### config.mk
export PLATFORM = sky130hd
export DESIGN_NAME = d_kes_elp_out_buffer
export DESIGN_NICKNAME = d
export VERILOG_FILES = /design/src/rtl/d_kes_elp_out_buffer_pkg.sv /design/src/rtl/d_KES_ELP_degree_enc.sv /design/src/rtl/d_kes_elp_out_buffer.sv
export SDC_FILE = /design/constraint.sdc
export NUM_CORES = 1
export LEC_CHECK = 0
export BUFFER_PORTS_ARGS = -buffer_cell sky130_fd_sc_hd__buf_2
export CAP_MARGIN = 40
export CORE_MARGIN = 2
export CORE_UTILIZATION = 35
export DETAILED_ROUTE_END_ITERATION = 8
export SLEW_MARGIN = 20
export SYNTH_ARGS = -nofsm -noshare
export SYNTH_HDL_FRONTEND = slang
export SYNTH_SLANG_ARGS = --single-unit
### constraint.sdc
create_clock -name i_clk -period 6.6 [get_ports i_clk]
set_input_delay 1.65 -clock i_clk [delete_from_list [all_inputs] [get_ports i_clk]]
set_output_delay 1.65 -clock i_clk [all_outputs]
set_load 0.005 [all_outputs]
### src/rtl/d_kes_elp_out_buffer_pkg.sv
// Shared parameters and helpers for the KES error-locator output buffer.
package d_kes_elp_out_buffer_pkg;

  localparam int DEF_GF_ORDER = 12;
  localparam int DEF_T        = 14;
  localparam int DEG_W        = 4;

  typedef enum logic [1:0] {
    OP_IDLE = 2'b00,
    OP_PUSH = 2'b01,
    OP_POP  = 2'b10,
    OP_BOTH = 2'b11
  } fifo_op_e;

  function automatic logic [1:0] count_next(input logic [1:0] count, input fifo_op_e op);
    case (op)
      OP_PUSH: count_next = count + 2'd1;
      OP_POP:  count_next = count - 2'd1;
      default: count_next = count;
    endcase
  endfunction

endpackage

### src/rtl/d_KES_ELP_degree_enc.sv
// Priority encoder: index of the highest set non-zero flag, 0 when none is set.
module d_KES_ELP_degree_enc
  import d_kes_elp_out_buffer_pkg::*;
#(
  parameter int T = DEF_T
) (
  input  logic [T:0]       i_deg_chk,
  output logic [DEG_W-1:0] o_degree
);

  always_comb begin
    o_degree = '0;
    for (int i = 0; i <= T; i++) begin
      if (i_deg_chk[i]) o_degree = DEG_W'(i);
    end
  end

endmodule

### src/rtl/d_kes_elp_out_buffer.sv
// Two-entry ping-pong buffer between KES and Chien search.
// Optional zero-error skip (adds o_no_error) under D_KES_ELP_ZERO_ERR_SKIP_EN.
module d_kes_elp_out_buffer
  import d_kes_elp_out_buffer_pkg::*;
#(
  parameter int GF_ORDER = DEF_GF_ORDER,
  parameter int T        = DEF_T
) (
  input  logic                      i_clk,
  input  logic                      i_RESET_KES,
  input  logic                      i_stop_dec,
  input  logic                      i_KES_done,
  input  logic [(T+1)*GF_ORDER-1:0] i_v_2i_X,
  input  logic [T:0]                i_v_2i_X_deg_chk_bit,
  output logic                      o_buf_full,
  output logic                      o_ELP_valid,
  input  logic                      i_ELP_ready,
  output logic [(T+1)*GF_ORDER-1:0] o_ELP,
  output logic [DEG_W-1:0]          o_ELP_degree,
  output logic                      o_ELP_fail,
  output logic                      o_overflow
`ifdef D_KES_ELP_ZERO_ERR_SKIP_EN
  ,
  output logic                      o_no_error
`endif
);

  localparam int ELP_W = (T+1)*GF_ORDER;

  logic             w_flush;
  logic             w_push;
  logic             w_pop;
  logic             w_zero_err;
  logic             w_fail;
  logic [DEG_W-1:0] w_deg;
  fifo_op_e         w_op;

  logic [1:0] r_count;
  logic       r_wr_ptr;
  logic       r_rd_ptr;
  logic       r_overflow;

  logic [ELP_W-1:0] w_ent_elp  [2];
  logic [DEG_W-1:0] w_ent_deg  [2];
  logic             w_ent_fail [2];

  d_KES_ELP_degree_enc #(.T(T)) u_deg_enc (
    .i_deg_chk (i_v_2i_X_deg_chk_bit),
    .o_degree  (w_deg)
  );

  assign w_flush = i_RESET_KES | i_stop_dec;
  assign w_fail  = ~i_v_2i_X_deg_chk_bit[0];

`ifdef D_KES_ELP_ZERO_ERR_SKIP_EN
  // A zero-error word needs no Chien search, so it bypasses storage entirely.
  assign w_zero_err = (w_deg == '0) && !w_fail;
`else
  assign w_zero_err = 1'b0;
`endif

  assign o_buf_full  = (r_count == 2'd2);
  assign o_ELP_valid = (r_count != 2'd0);
  assign w_push      = i_KES_done & ~w_zero_err & ~o_buf_full;
  assign w_pop       = o_ELP_valid & i_ELP_ready;
  assign w_op        = fifo_op_e'({w_pop, w_push});

  always_ff @(posedge i_clk) begin
    if (w_flush) begin
      r_count    <= 2'd0;
      r_wr_ptr   <= 1'b0;
      r_rd_ptr   <= 1'b0;
      r_overflow <= 1'b0;
    end else begin
      r_count  <= count_next(r_count, w_op);
      r_wr_ptr <= r_wr_ptr ^ w_push;
      r_rd_ptr <= r_rd_ptr ^ w_pop;
      // Full blocks the push even if the head leaves this same cycle.
      if (i_KES_done && !w_zero_err && o_buf_full) r_overflow <= 1'b1;
    end
  end

  for (genvar gi = 0; gi < 2; gi++) begin : g_entry
    logic [ELP_W-1:0] r_elp;
    logic [DEG_W-1:0] r_deg;
    logic             r_fail;

    always_ff @(posedge i_clk) begin
      if (w_push && (r_wr_ptr == 1'(gi))) begin
        r_elp  <= i_v_2i_X;
        r_deg  <= w_deg;
        r_fail <= w_fail;
      end
    end

    assign w_ent_elp[gi]  = r_elp;
    assign w_ent_deg[gi]  = r_deg;
    assign w_ent_fail[gi] = r_fail;
  end

  // Entry storage is never cleared; gating on valid gives zero outputs after a flush.
  assign o_ELP        = o_ELP_valid ? w_ent_elp[r_rd_ptr]  : '0;
  assign o_ELP_degree = o_ELP_valid ? w_ent_deg[r_rd_ptr]  : '0;
  assign o_ELP_fail   = o_ELP_valid ? w_ent_fail[r_rd_ptr] : 1'b0;
  assign o_overflow   = r_overflow;

`ifdef D_KES_ELP_ZERO_ERR_SKIP_EN
  logic r_no_error;

  always_ff @(posedge i_clk) begin
    if (w_flush) r_no_error <= 1'b0;
    else         r_no_error <= i_KES_done & w_zero_err;
  end

  assign o_no_error = r_no_error;
`endif

endmodule

## Yosys cells after proc, flatten, opt, wreduce, memory -nomap -nowiden

Index checks and enable logic that the tools add are counted.

- Register bits after elaboration: 375
- Input port bits: 200
- Output and inout port bits: 188
- Word-level logic and storage cells: 57

- Add/subtract/negate cells: 2
- Magnitude comparators: 1
- Equal/unequal tests: 3
- Mux-type cells: 27
- Bitwise gates (word level): 9
- Reductions and logical operators: 5

Operators with widths:

| operator | number |
|---|---|
| 180-bit 2-to-1 mux | 4 |
| 4-bit 2-to-1 mux | 11 |
| 3-bit 2-to-1 mux | 4 |
| 1-bit 2-to-1 mux | 5 |
| 2-bit == test (second input constant) | 2 |
| 2-bit 2-to-1 mux | 2 |
| 2-bit case mux with 2 select lines | 1 |
| 2-bit nonzero test | 2 |
| 1-bit logical AND | 3 |
| 1-bit NOT | 3 |
| 2-bit by 1-bit adder with 2-bit output (second input constant) | 1 |
| 1-bit bitwise AND | 2 |
| 2-bit by 1-bit == test with 1-bit output (second input constant) | 1 |
| 2-bit >= comparator (second input constant) | 1 |
| 1-bit NOT with 2-bit output | 1 |
| 2-bit by 1-bit subtractor with 2-bit output (second input constant) | 1 |
| 1-bit bitwise XOR | 2 |
| 1-bit OR | 1 |

## Longest topological paths before layout

Gate-level depths: netlist of run 1.

- Depth after elaboration: 14
- Gate-level depth with buffers: 7
- Gate-level depth less buffers: 7

## Modules after synthesis

From an unflattened synthesis of run 1, not the netlist that was laid out.

- Cell total of the unflattened synthesis: 834
- Area total of the unflattened synthesis: 14277.4 um2

Modules (own cells, without submodules):

| module | times used | cells an instance | area an instance (um2) |
|---|---|---|---|
| d_kes_elp_out_buffer | 1 | 810 | 14141.1 |
| d_KES_ELP_degree_enc | 1 | 24 | 136.4 |

## Worst setup path after synthesis of run 1

No wires, ideal clock.

- Path kind: input-to-reg
- Start: in i_KES_done
- End: reg g_entry[1].r_deg[0] (enable)
- Setup time: 0.569 ns
- Arrival: 6.060 ns
- Required time: 6.031 ns
- Path slack: -0.029 ns
- Stages on the path: 3
- Buffers on the path: 0
- Cells stage by stage: nand2_1 inv_1 ha_1

- Word-level cells in the longest chain between the ends: 2

RTL lines:

| what | line | text |
|---|---|---|
| from (decl) | d_kes_elp_out_buffer.sv:12 | `input logic i_KES_done,` |
| 1-bit bitwise AND | d_kes_elp_out_buffer.sv:64 | `assign w_push = i_KES_done & ~w_zero_err & ~o_buf_full;` |
| 1-bit logical AND | d_kes_elp_out_buffer.sv:89 | `if (w_push && (r_wr_ptr == 1'(gi))) begin` |
| to (signal assigned) | d_kes_elp_out_buffer.sv:91 | `r_deg <= w_deg;` |
| to (decl) | d_kes_elp_out_buffer.sv:85 | `logic [DEG_W-1:0] r_deg;` |

No other way between the ends.
A chain may end at the register's enable or synchronous reset.

## Worst setup path after layout of run 1

- Start: reg r_rd_ptr
- End: out o_ELP[176]

- Word-level cells in the longest chain between the ends: 5

RTL lines:

| what | line | text |
|---|---|---|
| from (decl) | d_kes_elp_out_buffer.sv:40 | `logic r_rd_ptr;` |
| from (signal assigned) | d_kes_elp_out_buffer.sv:77 | `r_rd_ptr <= r_rd_ptr ^ w_pop;` |
| 1-bit NOT with 2-bit output (not written as such) | d_kes_elp_out_buffer.sv:102 | `assign o_ELP = o_ELP_valid ? w_ent_elp[r_rd_ptr] : '0;` |
| 180-bit 2-to-1 mux (not written as such) (3 in a row) | d_kes_elp_out_buffer.sv:102 |  |
| 180-bit 2-to-1 mux | d_kes_elp_out_buffer.sv:102 |  |
| to (decl) | d_kes_elp_out_buffer.sv:18 | `output logic [(T+1)*GF_ORDER-1:0] o_ELP,` |

No other way between the ends. The select of a mux whose other input is x is not followed.

==> results.json, run 1 <==
{
  "p_sw_share_pct": 21.53,
  "cts_max_path_buffers": 3,
  "layout_setup_ws_ps": 2629,
  "dpl_worst_slack_ps": 2987,
  "synth_edf_count": 370,
  "clkTransAtPathRegs_ps": 50,
  "io_buffers": 387,
  "netlist_area_mm2": 0.01427,
  "cap_violations": 0,
  "placed_cells": 1712,
  "synth_cell_types": 27,
  "route.final.wire_length_um": 32310,
  "cts.sinks": 375,
  "remaining_drc_errors": 0,
  "power_leakage_nw": 6.713,
  "ys_warn_count": 0,
  "arrival_ps": 2320,
  "avgSynthCellArea_um2": 17.12,
  "place_hpwl_um": 20670,
  "relSlewSlack_pct": 35.92,
  "cp.required_ps": 4950,
  "grt.overflow.total": 0,
  "ios": 388,
  "synth_nets": 1037,
  "ir_drop_mv": 0.2125,
  "ant_nets": 0,
  "multiInputGateArea_mm2": 0.002819,
  "ys.flop_type": "edfxtp_1",
  "tightest_slew_ps": 961.2,
  "pwr-share-clk_pct": 39.3,
  "skew_ps": 6.598,
  "cts-root-buf": "clkbuf_16",
  "first_global_vias": 8439,
  "grt_usage_pct": 14.65,
  "cts_setup_buffers": 0,
  "n_fill_cell": 3593,
  "stdcell_count": 1786,
  "rows": 73,
  "ctsHoldBuffers": 0,
  "yosysSeqAreaShare_pct": 78.53,
  "die_h_um": 206.0,
  "cp_max_fo": 95,
  "cts_made_buffers": 40,
  "hold_viol": 0,
  "crit_path_start_kind": "flip-flop",
  "period_share_pct": 60.17,
  "clock_latency_ps": 550,
  "die_width_um": 206.0,
  "fmax_ghz": 0.2518,
  "dieArea_mm2": 0.04242,
  "drt-initial-drc-count": 358,
  "via_per_inst": 4.660,
  "syn_to_final_growth_pct": 25.91,
  "async_reset_ff_share_pct": 0,
  "grt_max_degree": 187,
  "layout.nets": 1432,
  "grt_pass1_wl_um": 46950,
  "placed_cell_area_mm2": 0.01677,
  "comb_power_share_pct": 7.4,
  "routedWlPerCell_um": 18.09,
  "period_minus_slack_ps": 3971,
  "pwr-share-seq_pct": 53.3,
  "hold_ws_ps": 481.4,
  "powerDensity_mw_per_mm2": 289.4,
  "crit_type": "flip-flop to output port",
  "ys_seq_elements": 375,
  "ctsResizeCount": 0,
  "htreeDepth": 2,
  "rsz0062_at_grt": "no",
  "final_max_slew_viol_count": 0,
  "num_vias": 8323,
  "seqCellArea_mm2": 0.01121,
  "cts_tree": "built",
  "hp-class": "flip-flop to flip-flop",
  "intPower_mw": 4.081,
  "layout_commonest_cell": "buf_2",
  "switchingPower_mw": 1.120,
  "core_area_mm2": 0.04001,
  "gp_congestion": 0.7661,
  "antenna_found_initial": 7,
  "netlist_instances": 834,
  "worst_setup_path_end_kind": "output port",
  "first_pass_iters": 7,
  "post-route-cell-area_mm2": 0.01797,
  "layout-drive-gt1-share_pct": 36.01,
  "status": "complete, no violations",
  "start_util_pct": 35.68,
  "final_cell_mix": "387 x buf_2, 370 x edfxtp_1, 194 x nor2_1",
  "finalSetupViolations": 0
}
kinds of logic (layout without fill, tap and decap cells):
kind of cell	count (synthesis)	count (layout)	synth area share [%]
compound gates	13	13	0.5435
mux	185	185	12.97
fa+ha+maj	3	3	0.2630
simple gates	206	206	5.575
other cells	0	3	0
flops	375	375	78.53
buf+inv	49	473	1.928
xor+xnor	3	3	0.1841
final timing paths:
path	startpoint	end	slack [ps]	cells past startpoint
worst max register to register	r_count[0]	g_entry[1].r_deg[2]	4080	5
worst min-delay path	o_overflow	o_overflow	480	2
worst max-delay path	r_rd_ptr	o_ELP[176]	2630	4
worst min register to register	o_overflow	o_overflow	480	2
layer usage:
| layer | vias up | track usage, % | share of wire (%) |
|---|---|---|---|
| met5 | - | 0 | 0.15 |
| met4 | 8 | 5.791 | 2.6 |
| met3 | 56 | 5.282 | 9.9 |
| met2 | 322 | 23.50 | 46 |
| met1 | 4048 | 18.04 | 41 |
| li1 | 3889 | - | - |
Yosys cell counts, drive strengths merged, types with 2 or more instances:
library cell,count,share of area (%)
a21oi,6,0.21
buf,38,1.6
clkbuf,3,0.079
dfxtp,5,0.70
edfxtp,370,78
ha,3,0.26
inv,8,0.21
mux2i,185,13
nand2,2,0.053
nand2b,2,0.088
nor2,195,5.1
nor4,2,0.088
o21ai,3,0.11
xnor2,2,0.12
power by group through the flow:
stage	sequential [mW]	combinational, mW	clock, mW
floorplan	2.84	0.186	0
finish	2.77	0.384	2.04
global route	2.78	0.426	2.21
detailed placement	2.82	0.391	0
global placement	2.82	0.384	0
CTS	2.77	0.393	2.12
flip-flops by register name (all words and copies together) (netlist names):
name / count
g_entry.r_elp: 360
r_rd_ptr: 1
g_entry.r_fail: 2
r_count: 2
r_wr_ptr: 1
o_overflow: 1
g_entry.r_deg: 8
final cells by class:
cell class	count	area share [%]
diodes	3	0.04177
clock buffers	59	6.251
clock inverters	12	0.3898
inverters	8	0.1671
multi-input cells	410	15.68
flip-flops and latches	375	62.39
well taps	525	3.655
repair buffers	394	11.42
critical path: stages, from the launching register on:
cell and delay, ps:
dfxtp_4 520, buf_12 520, mux2i_1 310, nor2_1 80, buf_2 170
per-stage QoR:
stage | power (mW) | TNS [ps] | util, %
after floorplan | 3.021 | -10560 | -
after global placement | 3.202 | 0 | 41.92
after detailed placement | 3.214 | 0 | 41.92
after CTS | 5.284 | 0 | 44.91
after global routing | 5.414 | 0 | 44.91
final | 5.201 | 0 | 44.93
No activity file was read; power rests on OpenSTA's default activity.
==> run 2, diff against run 1 <==
==> constraint.sdc (replaced) <==
create_clock -name i_clk -period 3.4 [get_ports i_clk]
set_input_delay 0.85 -clock i_clk [delete_from_list [all_inputs] [get_ports i_clk]]
set_output_delay 0.85 -clock i_clk [all_outputs]
set_load 0.005 [all_outputs]
==> results.json, run 2 (synthesis gave the netlist of run 1 again) <==
{
  "status": "complete, no violations",
  "htreeDepth": 2,
  "cp.required_ps": 2550,
  "dieArea_mm2": 0.04242,
  "io_buffers": 387,
  "hp-class": "flip-flop to flip-flop",
  "layout-drive-gt1-share_pct": 36.61,
  "layout.nets": 1435,
  "placed_cells": 1715,
  "power_leakage_nw": 6.801,
  "stdcell_count": 1793,
  "hold_viol": 0,
  "relSlewSlack_pct": 43.74,
  "regToRegSetupSlack_ps": 1260,
  "start_util_pct": 35.68,
  "reg2reg_depth": 7,
  "pwr-share-seq_pct": 51.4,
  "layout_commonest_cell": "buf_2",
  "cts_max_path_buffers": 3,
  "worst_setup_path_end_kind": "output port",
  "comb_power_share_pct": 7.2,
  "p_sw_share_pct": 21.43,
  "cts-root-buf": "clkbuf_16",
  "syn_to_final_growth_pct": 27.29,
  "crit_type": "flip-flop to output port",
  "clkTransAtPathRegs_ps": 60,
  "regMostFlops": "g_entry.r_elp",
  "cap_violations": 0,
  "skew_ps": 9.230,
  "reg_top3": "g_entry.r_elp (360), g_entry.r_deg (8)",
  "first_pass_iters": 4,
  "gp_congestion": 0.8498,
  "pwr-share-clk_pct": 41.4,
  "core_area_mm2": 0.04001,
  "die_width_um": 206.0,
  "r2r-end": "r_count[1]",
  "clock_latency_ps": 540,
  "routedWlPerCell_um": 17.96,
  "min_to": "o_overflow",
  "remaining_drc_errors": 0,
  "layout_setup_ws_ps": 482.9,
  "powerDensity_mw_per_mm2": 575.9,
  "via_per_inst": 4.606,
  "grt_usage_pct": 14.65,
  "arrival_ps": 2070,
  "ctsResizeCount": 0,
  "largest_reg_flops": 360,
  "period_share_pct": 85.80,
  "crit_path_start_kind": "flip-flop",
  "switchingPower_mw": 2.242,
  "route.final.wire_length_um": 32210,
  "ant_nets": 0,
  "period_minus_slack_ps": 2917,
  "intPower_mw": 8.222,
  "first_global_vias": 8321,
  "n_fill_cell": 3584,
  "ir_drop_mv": 0.4016,
  "cp_max_fo": 139,
  "finalSetupViolations": 0,
  "antenna_found_initial": 12,
  "num_vias": 8258,
  "grt.overflow.total": 0,
  "cts.sinks": 375,
  "rows": 73,
  "dpl_worst_slack_ps": 1032,
  "hp-start": "o_overflow",
  "place_hpwl_um": 20940,
  "grt_pass1_wl_um": 46860,
  "drt-initial-drc-count": 378,
  "die_h_um": 206.0,
  "rsz0062_at_grt": "no",
  "cts_made_buffers": 40,
  "grt_max_degree": 140,
  "fmax_ghz": 0.3428,
  "ctsHoldBuffers": 0,
  "whs_path_depth": 2,
  "rr_startpoint": "r_count[0]",
  "startpoint": "r_count[0]",
  "cts_setup_buffers": 0,
  "final_max_slew_viol_count": 0,
  "ios": 388,
  "cts_tree": "built",
  "final_cell_mix": "387 x buf_2, 370 x edfxtp_1, 194 x nor2_1",
  "tightest_slew_ps": 843.9
}
[run 2: worst max path at each step]
stage                                  to  slack (ps)  depth (start not counted)
floorplan             g_entry[1].r_deg[0]        -410                          3
CTS                            o_ELP[178]         490                          4
global route                    o_ELP[44]         380                          4
global placement    g_entry[1].r_elp[115]        1040                          5
detailed placement  g_entry[1].r_elp[115]        1030                          5
finish                          o_ELP[81]         480                          4
[run 2: final cells by class]
class                   instances  area, um2  share of cell area (%)
well taps                     525      656.9                   3.615
inverters                       8      30.03                  0.1653
multi-input cells             410       2819                   15.51
diodes                          6      15.01                 0.08263
clock buffers                  44       1037                   5.709
flip-flops and latches        375      11210                   61.72
clock inverters                28      272.8                   1.501
repair buffers                397       2125                   11.69
[run 2: power groups by stage]
stage | Sequential (mW) | Combinational [mW] | Clock, mW
floorplan | 5.48 | 0.361 | 0
global placement | 5.47 | 0.758 | 0
detailed placement | 5.48 | 0.769 | 0
CTS | 5.38 | 0.771 | 4.48
global route | 5.40 | 0.840 | 4.65
finish | 5.38 | 0.752 | 4.33
[run 2: stage by stage]
stage | cell area, um2 | setup TNS [ps] | utilization (%) | power [mW] | hold WS, ps
floorplan | 14280 | -150930 | - | 5.843 | 460.4
global placement | 16840 | 0 | 42.11 | 6.229 | 450.7
detailed placement | 16840 | 0 | 42.11 | 6.248 | 454.7
CTS | 18150 | 0 | 45.38 | 10.63 | 440.7
global route | 18160 | 0 | 45.41 | 10.89 | 455.3
finish | 18170 | 0 | 45.42 | 10.46 | 477.4
[run 2: routing by layer]
| layer | wire [um] | track usage (%) |
|---|---|---|
| met4 | 708 | 5.689 |
| met2 | 15150 | 23.38 |
| met1 | 12970 | 17.90 |
| met3 | 3305 | 5.740 |
| met5 | 71 | 0 |
[run 2: worst max-delay path, stage by stage (launching register included)]
cell	delay [ps]
dfxtp_1	370
nor2_4	130
buf_12	360
nor2_1	210
buf_2	190
